$ cat src/rtl/des_pkg.sv
// Shared DES key-schedule constants: PC-1/PC-2 tables, rotation schedule, widths, FSM states.
// Right-rotate helper only exists when DES_KEYSCHED_DECRYPT_EN is defined.
package des_pkg;

  localparam int KEY_W    = 64;
  localparam int HALF_W   = 28;
  localparam int SUBKEY_W = 48;
  localparam int ROUND_W  = 4;

  // Entries are FIPS bit numbers, 1 = most significant bit of the source vector.
  localparam int PC1 [56] = '{
    57, 49, 41, 33, 25, 17,  9,  1, 58, 50, 42, 34, 26, 18,
    10,  2, 59, 51, 43, 35, 27, 19, 11,  3, 60, 52, 44, 36,
    63, 55, 47, 39, 31, 23, 15,  7, 62, 54, 46, 38, 30, 22,
    14,  6, 61, 53, 45, 37, 29, 21, 13,  5, 28, 20, 12,  4
  };

  localparam int PC2 [48] = '{
    14, 17, 11, 24,  1,  5,  3, 28, 15,  6, 21, 10,
    23, 19, 12,  4, 26,  8, 16,  7, 27, 20, 13,  2,
    41, 52, 31, 37, 47, 55, 30, 40, 51, 45, 33, 48,
    44, 49, 39, 56, 34, 53, 46, 42, 50, 36, 29, 32
  };

  localparam logic [1:0] SHIFT_SCHED [16] = '{
    2'd1, 2'd1, 2'd2, 2'd2, 2'd2, 2'd2, 2'd2, 2'd2,
    2'd1, 2'd2, 2'd2, 2'd2, 2'd2, 2'd2, 2'd2, 2'd1
  };

  typedef logic [0:0] state_t;
  localparam state_t IDLE = 1'b0;
  localparam state_t RUN  = 1'b1;

  function automatic logic [HALF_W-1:0] rotl(input logic [HALF_W-1:0] h, input logic [1:0] n);
    return (n == 2'd2) ? {h[HALF_W-3:0], h[HALF_W-1:HALF_W-2]}
                       : {h[HALF_W-2:0], h[HALF_W-1]};
  endfunction

`ifdef DES_KEYSCHED_DECRYPT_EN
  function automatic logic [HALF_W-1:0] rotr(input logic [HALF_W-1:0] h, input logic [1:0] n);
    return (n == 2'd2) ? {h[1:0], h[HALF_W-1:2]}
                       : {h[0], h[HALF_W-1:1]};
  endfunction
`endif

endpackage

$ cat src/rtl/des_pc2.sv
// PC-2 compression: pure wiring from the 56-bit {C,D} register pair to a 48-bit subkey.
module des_pc2
  import des_pkg::*;
(
  input  logic [2*HALF_W-1:0] cd,
  output logic [SUBKEY_W-1:0] subkey
);

  for (genvar j = 0; j < SUBKEY_W; j++) begin : g_sel
    assign subkey[SUBKEY_W-1-j] = cd[2*HALF_W-PC2[j]];
  end

endmodule

$ cat src/rtl/des_key_schedule.sv
// Iterative DES subkey generator: PC-1 on load, one C/D rotation per advance, PC-2 output.
// Define DES_KEYSCHED_DECRYPT_EN to add the decrypt port and K16..K1 ordering.
module des_key_schedule
  import des_pkg::*;
#(
  parameter int NUM_ROUNDS = 16
)
(
  input  logic                clk,
  input  logic                rst,
  input  logic [KEY_W-1:0]    key_in,
  input  logic                key_load,
`ifdef DES_KEYSCHED_DECRYPT_EN
  input  logic                decrypt,
`endif
  input  logic                advance,
  output logic [SUBKEY_W-1:0] subkey,
  output logic                subkey_valid,
  output logic [ROUND_W-1:0]  round,
  output logic                done
);

  localparam logic [ROUND_W-1:0] LAST_ROUND = ROUND_W'(NUM_ROUNDS - 1);

  state_t              state;
  logic [HALF_W-1:0]   c;
  logic [HALF_W-1:0]   d;
  logic [HALF_W-1:0]   load_c;
  logic [HALF_W-1:0]   load_d;
  logic [HALF_W-1:0]   step_c;
  logic [HALF_W-1:0]   step_d;
  logic [2*HALF_W-1:0] pc1_cd;
  logic [ROUND_W-1:0]  enc_idx;
  logic [1:0]          enc_shift;
  logic                parity_unused;

  for (genvar j = 0; j < 2*HALF_W; j++) begin : g_pc1
    assign pc1_cd[2*HALF_W-1-j] = key_in[KEY_W-PC1[j]];
  end

  // The eight DES parity bits never reach PC-1.
  assign parity_unused = ^{key_in[56], key_in[48], key_in[40], key_in[32],
                           key_in[24], key_in[16], key_in[8],  key_in[0]};

  assign enc_idx   = round + ROUND_W'(1);
  assign enc_shift = SHIFT_SCHED[enc_idx];

`ifdef DES_KEYSCHED_DECRYPT_EN
  logic       mode;
  logic [1:0] dec_shift;

  assign dec_shift = SHIFT_SCHED[ROUND_W'(15) - round];

  // Decrypt loads PC-1 unrotated: the full 28-bit rotation is the identity, i.e. K16.
  always_comb begin
    load_c = pc1_cd[2*HALF_W-1:HALF_W];
    load_d = pc1_cd[HALF_W-1:0];
    if (!decrypt) begin
      load_c = rotl(pc1_cd[2*HALF_W-1:HALF_W], SHIFT_SCHED[0]);
      load_d = rotl(pc1_cd[HALF_W-1:0], SHIFT_SCHED[0]);
    end
    step_c = mode ? rotr(c, dec_shift) : rotl(c, enc_shift);
    step_d = mode ? rotr(d, dec_shift) : rotl(d, enc_shift);
  end

  always_ff @(posedge clk) begin
    if (rst) begin
      mode <= 1'b0;
    end else if (key_load) begin
      mode <= decrypt;
    end
  end
`else
  always_comb begin
    load_c = rotl(pc1_cd[2*HALF_W-1:HALF_W], SHIFT_SCHED[0]);
    load_d = rotl(pc1_cd[HALF_W-1:0], SHIFT_SCHED[0]);
    step_c = rotl(c, enc_shift);
    step_d = rotl(d, enc_shift);
  end
`endif

  // key_load outranks advance; the final advance leaves C, D and round untouched.
  always_ff @(posedge clk) begin
    if (rst) begin
      state <= IDLE;
      c     <= '0;
      d     <= '0;
      round <= '0;
      done  <= 1'b0;
    end else begin
      done <= 1'b0;
      if (key_load) begin
        c     <= load_c;
        d     <= load_d;
        round <= '0;
        state <= RUN;
      end else if (state == RUN && advance) begin
        if (round == LAST_ROUND) begin
          state <= IDLE;
          done  <= 1'b1;
        end else begin
          c     <= step_c;
          d     <= step_d;
          round <= round + ROUND_W'(1);
        end
      end
    end
  end

  assign subkey_valid = (state == RUN);

  des_pc2 u_pc2 (
    .cd     ({c, d}),
    .subkey (subkey)
  );

endmodule

$ cat config.mk
export PLATFORM = sky130hd
export DESIGN_NAME = des_key_schedule
export DESIGN_NICKNAME = d
export VERILOG_FILES = /design/src/rtl/des_pkg.sv /design/src/rtl/des_pc2.sv /design/src/rtl/des_key_schedule.sv
export SDC_FILE = /design/constraint.sdc
export NUM_CORES = 1
export LEC_CHECK = 0
export CAP_MARGIN = 20
export CORE_ASPECT_RATIO = 0.6
export CORE_UTILIZATION = 30
export CTS_CLUSTER_DIAMETER = 150
export CTS_CLUSTER_SIZE = 25
export DETAILED_ROUTE_END_ITERATION = 8
export GPL_ROUTABILITY_DRIVEN = 0
export GPL_TIMING_DRIVEN = 0
export HOLD_SLACK_MARGIN = 0.1
export PLACE_DENSITY = 0.54
export SLEW_MARGIN = 5
export SYNTH_ARGS = -nofsm -noshare
export SYNTH_HDL_FRONTEND = slang
export SYNTH_SLANG_ARGS = --single-unit
$ cat constraint.sdc
create_clock -name clk -period 3.1 [get_ports clk]
set_input_delay 0.775 -clock clk [delete_from_list [all_inputs] [get_ports clk]]
set_output_delay 0.775 -clock clk [all_outputs]
set_load 0.1 [all_outputs]
After elaboration in Yosys (flattened, before gate mapping)
Memory sizes are Yosys's and may differ from the RTL's.
Index checks and enable logic that the tools add are counted.
{"block": "classes", "n_addsub": 1, "order_cmp": 1, "eq_ne": 3, "n_mux": 14, "bitwise_logic": 3, "reduce_logical": 8}
{"op": "$mux W28", "count": 8}
{"op": "$reduce_and A2 Y1", "count": 3}
{"op": "$ge A5 B5 Y1 const B", "count": 1}
{"op": "$not A4 Y5", "count": 1}
{"op": "$add A4 B1 Y4 const B", "count": 1}
{"op": "$eq A4 B4 Y1 const B", "count": 1}
{"op": "$mux W1", "count": 4}
{"op": "$mux W2", "count": 2}
{"op": "$reduce_bool A2 Y1", "count": 2}
{"op": "$reduce_or A3 Y1", "count": 1}
{"op": "$eq A2 B2 Y1 const B", "count": 1}
{"op": "$ne A2 B2 Y1 const B", "count": 1}
{"op": "$not A1 Y1", "count": 2}
{"op": "$reduce_or A2 Y1", "count": 1}
{"op": "$logic_and A1 B1 Y1", "count": 1}
{"block": "totals", "register_bits": 62, "mem_bits_ro": 32, "input_bits": 68, "output_inout_bits": 54, "elab_cells": 36, "memories": 1}
{"name": "(no name shown)", "depth": 16, "word_bits": 2, "rd": 1, "rd_ports_with_merged_regs": 0, "write_ports": 0, "line": "des_key_schedule.sv:46", "rtl": "assign enc_shift = SHIFT_SCHED[enc_idx];"}

Logic depth before layout (Yosys ltp)
Gate-level depths: netlist of the first run.
{"block": "depth", "ltp_word": 10, "mapped_depth": 8, "ltp_nobuf": 6}

By module
From an unflattened synthesis of the first run, not the netlist that was laid out.
{"block": "hier_totals", "cells_unflattened": 408, "area_unflattened_um2": 3792.4}
{"mod": "des_key_schedule", "n_inst": 1, "cells_each": 360, "area_per_inst_um2": 3432.0, "seq_area_each_um2": 1241.2}
{"mod": "des_pc2", "n_inst": 1, "cells_each": 48, "area_per_inst_um2": 360.3, "seq_area_each_um2": 0.0}

Worst setup path after synthesis of the first run
Ideal clock, no wire load.
{"block": "synth_path", "path_type": "register to register", "startpoint": "register round[1]", "endpoint": "register d[18]", "setup_ns": 0.083, "arrival_ns": 2.557, "t_required_ns": 3.017, "path_slack_ns": 0.461, "stages_incl_launch_ff": 8, "n_path_buf": 2, "period_less_slack_ns": 2.639, "cell_sequence": "dfxtp_1 > ha_1 > nand3_1 > nor2b_1 > buf_2 > buf_2 > or4b_1 > o221ai_1"}
{"block": "synth_between", "elab_chain_len": 10, "word_cells_on_any_way": 13, "classes_between": "add/sub: 1; eq/ne: 3; mux: 6; bitwise: 1; reduce/logical: 1; memory: 1"}
{"item": "from (decl)", "line": "des_key_schedule.sv:19", "rtl": "output logic [ROUND_W-1:0] round,"}
{"item": "from (signal assigned)", "line": "des_key_schedule.sv:104", "rtl": "round <= round + ROUND_W'(1);"}
{"item": "$add A4 B1 Y4", "line": "des_key_schedule.sv:45", "rtl": "assign enc_idx = round + ROUND_W'(1);"}
{"item": "$not A4 Y5 (implied by the code)", "line": "des_key_schedule.sv:46"}
{"item": "$mem_v2 Z16 W2"}
{"item": "$mux W2 (implied by the code) (2 in series)", "line": "des_key_schedule.sv:46"}
{"item": "$eq A2 B2 Y1", "line": "des_pkg.sv:35", "rtl": "return (n == 2'd2) ? {h[HALF_W-3:0], h[HALF_W-1:HALF_W-2]}"}
{"item": "$mux W28", "line": "des_pkg.sv:35"}
{"item": "$mux W28", "line": "des_key_schedule.sv:98", "rtl": "if (round == LAST_ROUND) begin"}
{"item": "$mux W28", "line": "des_key_schedule.sv:97", "rtl": "end else if (state == RUN && advance) begin"}
{"item": "$mux W28", "line": "des_key_schedule.sv:92", "rtl": "if (key_load) begin"}
{"item": "to (signal assigned)", "line": "des_key_schedule.sv:94", "rtl": "d <= load_d;"}
{"item": "to (signal assigned)", "line": "des_key_schedule.sv:103", "rtl": "d <= step_d;"}
{"item": "to (decl)", "line": "des_key_schedule.sv:27", "rtl": "logic [HALF_W-1:0] d;"}
Several ways; a longest one is shown, not always the timed one. The select of a mux whose other input is x is not followed.
A chain may end at the register's enable or synchronous reset.

Final worst setup path of the first run
{"block": "layout_path", "startpoint": "register round[2]", "endpoint": "output port round[2]"}
No word-level cell between the ends.

==> results.sh, run 1 <==
export IMPL_outcome="finished clean"
export IMPL_dpl_cell_count=684
export IMPL_grt_pass1_wl_mm=18.6
export IMPL_path_buf_inv=1
export IMPL_holdBufCountCts=0
export IMPL_cp_max_fo=7
export IMPL_route_final_wire_length_mm=11.7
export IMPL_finalHoldViolations=0
export IMPL_r2r_slack_ns=0.79
export IMPL_slew_viol_final=0
export IMPL_synth_distinct_cells=27
export IMPL_ios=122
export IMPL_ys_flop_type="dfxtp_1"
export IMPL_yosysWarningCount=0
export IMPL_syn_inst=408
export IMPL_rows=31
export IMPL_clock_latency_ns=0.33
export IMPL_synth_async_sr_flop_share=0
export IMPL_grt_pass1_vias=3438
export IMPL_port_buffers=111
export IMPL_cp_required_ns=2.32
export IMPL_synth_largest_area_cell="dfxtp_1"
export IMPL_fp_dieW_um=147
export IMPL_crit_arrival_ns=2.02
export IMPL_dieArea_sq_um=13100
export IMPL_diodes=0
export IMPL_drc=0
export IMPL_synth_simple_area_share=0.222
export IMPL_grt_ovfl_total=0
export IMPL_area_delta_synth_final_pct=43.1
export IMPL_rsz0062_at_grt="no"
export IMPL_worstHoldPathType="reg2reg"
export IMPL_ant_nets=0
export IMPL_tns_ns=0
export IMPL_htreeDepth=3
export IMPL_root_buffer="clkbuf_16"
export IMPL_antenna_found_initial=0
export IMPL_post_route_min_period_ns=2.79
export IMPL_synth_top_family_by_area="simple AND/OR/NAND/NOR gates"
export IMPL_crit_path_cell_trace="clkdlybuf4s50_1"
export IMPL_cts_tree="yes"
export IMPL_drive_gt1_frac=0.215
export IMPL_fillers=1229
export IMPL_worstSetupEndpointType="primary output"
export IMPL_holdPathStages=2
export IMPL_drt_initial_drc_count=212
export IMPL_relSlewSlack=0.340
export IMPL_cts_resized=0
export IMPL_synth_area_sq_um=3790
export IMPL_hold_end="round[2]"
export IMPL_path_class="reg2out"
export IMPL_via_per_inst=5.06
export IMPL_cts_max_path_buffers=2
export IMPL_synthTopCellsByCount="dfxtp_1 (62), mux2i_1 (58), nand2_1 (55)"
export IMPL_yosys_top_cells_area="dfxtp_1 (33%), mux2i_1 (15%), o221ai_1 (12%)"
export IMPL_synth_most_common_cell="dfxtp_1"
export IMPL_finClkSkew_ns=0.00767
export IMPL_min_period_over_period=0.901
export IMPL_powerDensity_nw_per_um2=496
export IMPL_max_vdd_ir_drop_v=0.000219
export IMPL_coreArea_sq_um=12200
export IMPL_synth_compound_area_frac=0.142
export IMPL_nNetsFinal=599
export IMPL_critPathTopFamily="buffers and inverters"
export IMPL_synthAdderAreaFrac=0.00330
export IMPL_die_y_um=89.1
export IMPL_start_util=0.311
export IMPL_setup_viol=0
export IMPL_syn_num_nets=477
export IMPL_synth_edff_count=0
export IMPL_worstHoldStart="subkey_valid"
export IMPL_clock_fmax_ghz=0.358
export IMPL_grt_max_degree=11
export IMPL_yosysSeqAreaShare=0.327
export IMPL_hold_slack_ns=0.541
export IMPL_cap_violations=0
export IMPL_timing_rr_start="round[0]"
export IMPL_cpMaxStageDelayCell="clkdlybuf4s50_1"
export IMPL_reg2regPathDepth=8
export IMPL_drt_wirelength_per_cell_um=16.8
export IMPL_stdcell_count=700
export IMPL_cts_buffers=9
export IMPL_tightestPinTransition_ns=0.987
export IMPL_slowest_delay_ns=1.20
export IMPL_rr_endpoint="c[7]"
export IMPL_crit_path_start_kind="flop"
export IMPL_p_leak_nw=1.87
export IMPL_muxShareOfSynthArea=0.153
export IMPL_path_clk_slew_ns=0.06
export IMPL_synth_top_area_share=0.327
export IMPL_postCtsSetupBuffers=0
export IMPL_syn_mean_instance_area_sq_um=9.30
export IMPL_ys_ff_latch=62
export IMPL_hpwl_mm=8.60
export IMPL_synth_xor_area_share=0.00231
export IMPL_vias=3540
export IMPL_first_pass_iters=4
export IMPL_clock_sinks=62
export IMPL_grt_usage=0.182
## report_power, final
part	switching [mW]	internal [mW]
combinational	0.456	0.260
sequential	0.0509	0.846
clock	0.354	0.723
## per-stage QoR
step	power (mW)	setup slack, ns	util	area, sq um
global route	2.80	0.263	0.446	5430
floorplan	1.41	0.461	-	3790
finish	2.69	0.306	0.446	5430
CTS	2.71	0.305	0.446	5430
global placement	1.62	0.134	0.420	5110
detailed placement	1.63	0.154	0.420	5110
## per-layer routing
metal | up-vias | wire length, um | share of wire | GRT usage
met5 | - | 0 | 0 | 0
met4 | 0 | 73 | 0.0062 | 0.0469
met3 | 7 | 781 | 0.067 | 0.0490
met2 | 121 | 4610 | 0.39 | 0.248
met1 | 1659 | 6270 | 0.53 | 0.274
li1 | 1753 | - | - | -
## cell usage in the layout, fill, tap and decap left out, types with 4 or more instances in the layout
cell	n
clkdlybuf4s50_1	111
dfxtp_1	62
mux2i_1	58
nand2_1	55
o221ai_1	51
buf_4	49
or4b_2	38
clkbuf_1	28
or4b_1	13
clkbuf_16	9
a21oi_1	8
buf_2	8
o21ai_1	6
nor2_1	5
nor4b_1	5
buf_6	4
## cells by family after synthesis
family,count (synthesis)
compound gates,67
flops,62
mux,58
fa+ha+maj,1
buf+inv,92
xor+xnor,1
simple gates,127
## worst reg2reg max path, stage by stage, from the launching register on
cell and delay (ns):
dfxtp_1 0.36, ha_1 0.27, nand3_1 0.13, nor2b_1 0.47
buf_2 0.30, nand2_1 0.08, buf_2 0.20, buf_2 0.22
o221ai_1 0.18
## worst max-delay path by stage
stage	start	to	depth (start not counted)
finish	round[2]	round[2]	1
global route	c[0]	subkey[40]	2
CTS	d[26]	subkey[17]	2
detailed placement	advance	d[11]	8
global placement	advance	c[7]	8
floorplan	round[1]	d[18]	7
## state kept, by name, indices dropped and copies added, names as in the netlist
register and count:
c 28, d 28, done 1, round 4
subkey_valid 1
## area by class of cell
type                    count  area (sq um)  share of cell area
clock inverters             4          70.1              0.0129
flip-flops and latches     62          1240               0.229
repair buffers            111          1110               0.205
inverters                   2          7.51             0.00138
multi-input cells         254          1980               0.365
plain buffers              90           562               0.104
clock buffers              12           246              0.0454
well taps                 165           206              0.0380
Power figures use the tool's default switching activity.
==> inputs of run 2 (changes only) <==
--- a/config.mk
+++ b/config.mk
@@ -15,7 +15,10 @@
 export GPL_TIMING_DRIVEN = 0
 export HOLD_SLACK_MARGIN = 0.1
 export PLACE_DENSITY = 0.54
+export SETUP_SLACK_MARGIN = 0.2
+export SKIP_CTS_REPAIR_TIMING = 1
 export SLEW_MARGIN = 5
 export SYNTH_ARGS = -nofsm -noshare
 export SYNTH_HDL_FRONTEND = slang
 export SYNTH_SLANG_ARGS = --single-unit
+export TNS_END_PERCENT = 30
==> results of run 2 <==
Final layout, timing and power as in run 1 (identical DEF).
==> inputs of run 3 (changes only) <==
--- a/config.mk
+++ b/config.mk
@@ -12,7 +12,7 @@
 export CTS_CLUSTER_SIZE = 25
 export DETAILED_ROUTE_END_ITERATION = 8
 export GPL_ROUTABILITY_DRIVEN = 0
-export GPL_TIMING_DRIVEN = 0
+export GPL_TIMING_DRIVEN = 1
 export HOLD_SLACK_MARGIN = 0.1
 export PLACE_DENSITY = 0.54
 export SETUP_SLACK_MARGIN = 0.2
==> results.sh, run 3 (synthesis gave the netlist of run 1 again) <==
export IMPL_fp_dieW_um=147
export IMPL_setup_viol=0
export IMPL_worstHoldPathType="reg2reg"
export IMPL_dp_slack_ns=0.404
export IMPL_tightestPinTransition_ns=0.641
export IMPL_first_pass_iters=4
export IMPL_vias=3290
export IMPL_p_leak_nw=1.66
export IMPL_worstHoldStart="subkey_valid"
export IMPL_rr_endpoint="d[7]"
export IMPL_layout_setup_ws_ns=0.790
export IMPL_grt_pass1_wl_mm=16.9
export IMPL_root_buffer="clkbuf_16"
export IMPL_hold_end="round[2]"
export IMPL_max_vdd_ir_drop_v=0.000224
export IMPL_drt_wirelength_per_cell_um=17.0
export IMPL_clock_latency_ns=0.33
export IMPL_outcome="finished clean"
export IMPL_crit_path_start_kind="primary input"
export IMPL_drive_gt1_frac=0.260
export IMPL_cap_violations=0
export IMPL_coreArea_sq_um=12200
export IMPL_route_final_wire_length_mm=10.5
export IMPL_rsz0062_at_grt="no"
export IMPL_layout_commonest_cell="dfxtp_1"
export IMPL_min_period_over_period=0.745
export IMPL_nNetsFinal=519
export IMPL_cts_max_path_buffers=2
export IMPL_holdPathStages=2
export IMPL_via_per_inst=5.32
export IMPL_clock_fmax_ghz=0.433
export IMPL_grt_pass1_vias=3115
export IMPL_worstSetupEndpointType="flop"
export IMPL_grt_usage=0.165
export IMPL_path_class="in2reg"
export IMPL_rows=31
export IMPL_cp_max_fo=56
export IMPL_cts_buffers=9
export IMPL_crit_arrival_ns=2.55
export IMPL_die_y_um=89.1
export IMPL_final_cell_mix="dfxtp_1 (62), buf_4 (61), mux2i_1 (58), clkdlybuf4s50_1 (57), nand2_1 (54)"
export IMPL_drt_initial_drc_count=135
export IMPL_cp_required_ns=3.34
export IMPL_powerDensity_nw_per_um2=507
export IMPL_hold_slack_ns=0.539
export IMPL_clock_sinks=62
export IMPL_diodes=0
export IMPL_area_delta_synth_final_pct=26.7
export IMPL_antenna_found_initial=0
export IMPL_start_util=0.311
export IMPL_finClkSkew_ns=0.00694
export IMPL_slew_viol_final=0
export IMPL_relSlewSlack=0.573
export IMPL_reg2regPathDepth=7
export IMPL_path_clk_slew_ns=0.05
export IMPL_post_route_min_period_ns=2.31
export IMPL_grt_max_degree=62
export IMPL_port_buffers=113
export IMPL_top_regs="c (28), d (28), round (4)"
export IMPL_r2r_slack_ns=0.83
export IMPL_dieArea_sq_um=13100
export IMPL_drc=0
export IMPL_ios=122
export IMPL_tns_ns=0
export IMPL_cts_tree="yes"
export IMPL_ant_nets=0
export IMPL_finalHoldViolations=0
export IMPL_hpwl_mm=6.81
export IMPL_grt_ovfl_total=0
export IMPL_power_mw=2.44
export IMPL_htreeDepth=3
export IMPL_timing_rr_start="round[1]"
==> run 3: metrics by stage <==
stage | cell area (sq um) | utilization | cells
after detailed placement | 4550 | 0.373 | 604
after CTS | 4800 | 0.394 | 618
after global routing | 4800 | 0.394 | 618
final | 4800 | 0.394 | 618
after global placement | 4550 | 0.373 | 604
after floorplan | 3790 | - | 408
==> run 3: critical path: stages <==
cell             delay, ns
clkdlybuf4s50_1       0.52
nand2_1               0.13
nor2b_4               0.44
nand2_2               0.06
buf_4                 0.31
o221ai_1              0.24
==> run 3: cell type report <==
| class | instances | area [sq um] |
|---|---|---|
| multi-input cells | 254 | 2000 |
| inverters | 2 | 7.51 |
| repair buffers | 121 | 1090 |
| fillers | 1263 | 7380 |
| clock inverters | 2 | 10.0 |
| well taps | 165 | 206 |
| clock buffers | 12 | 246 |
| flip-flops and latches | 62 | 1240 |
==> run 3: worst max-delay path by stage <==
stage            end  startpoint  slack (ns)  cells past startpoint
6_report        c[0]     advance        0.79                      6
5_1_grt         c[0]     advance        0.63                      6
4_1_cts         d[7]     advance        0.75                      6
3_5_place_dp    d[7]     advance        0.40                      6
3_3_place_gp   c[25]     advance        0.45                      6
2_1_floorplan  d[18]    round[1]        0.46                      7
==> run 3: per-layer routing <==
metal / up-vias / GRT usage / wire length [um]
li1: 1582 / - / -
met1: 1593 / 0.242 / 5490
met2: 106 / 0.229 / 4290
met3: 9 / 0.0500 / 669
met4: 0 / 0.0394 / 80
met5: - / 0 / 0
==> run 3: power breakdown <==
part / leakage (nW) / total [mW] / switching, mW / internal [mW]
combinational: 1.02 / 0.638 / 0.435 / 0.202
sequential: 0.511 / 0.897 / 0.0510 / 0.846
clock: 0.128 / 0.902 / 0.350 / 0.551
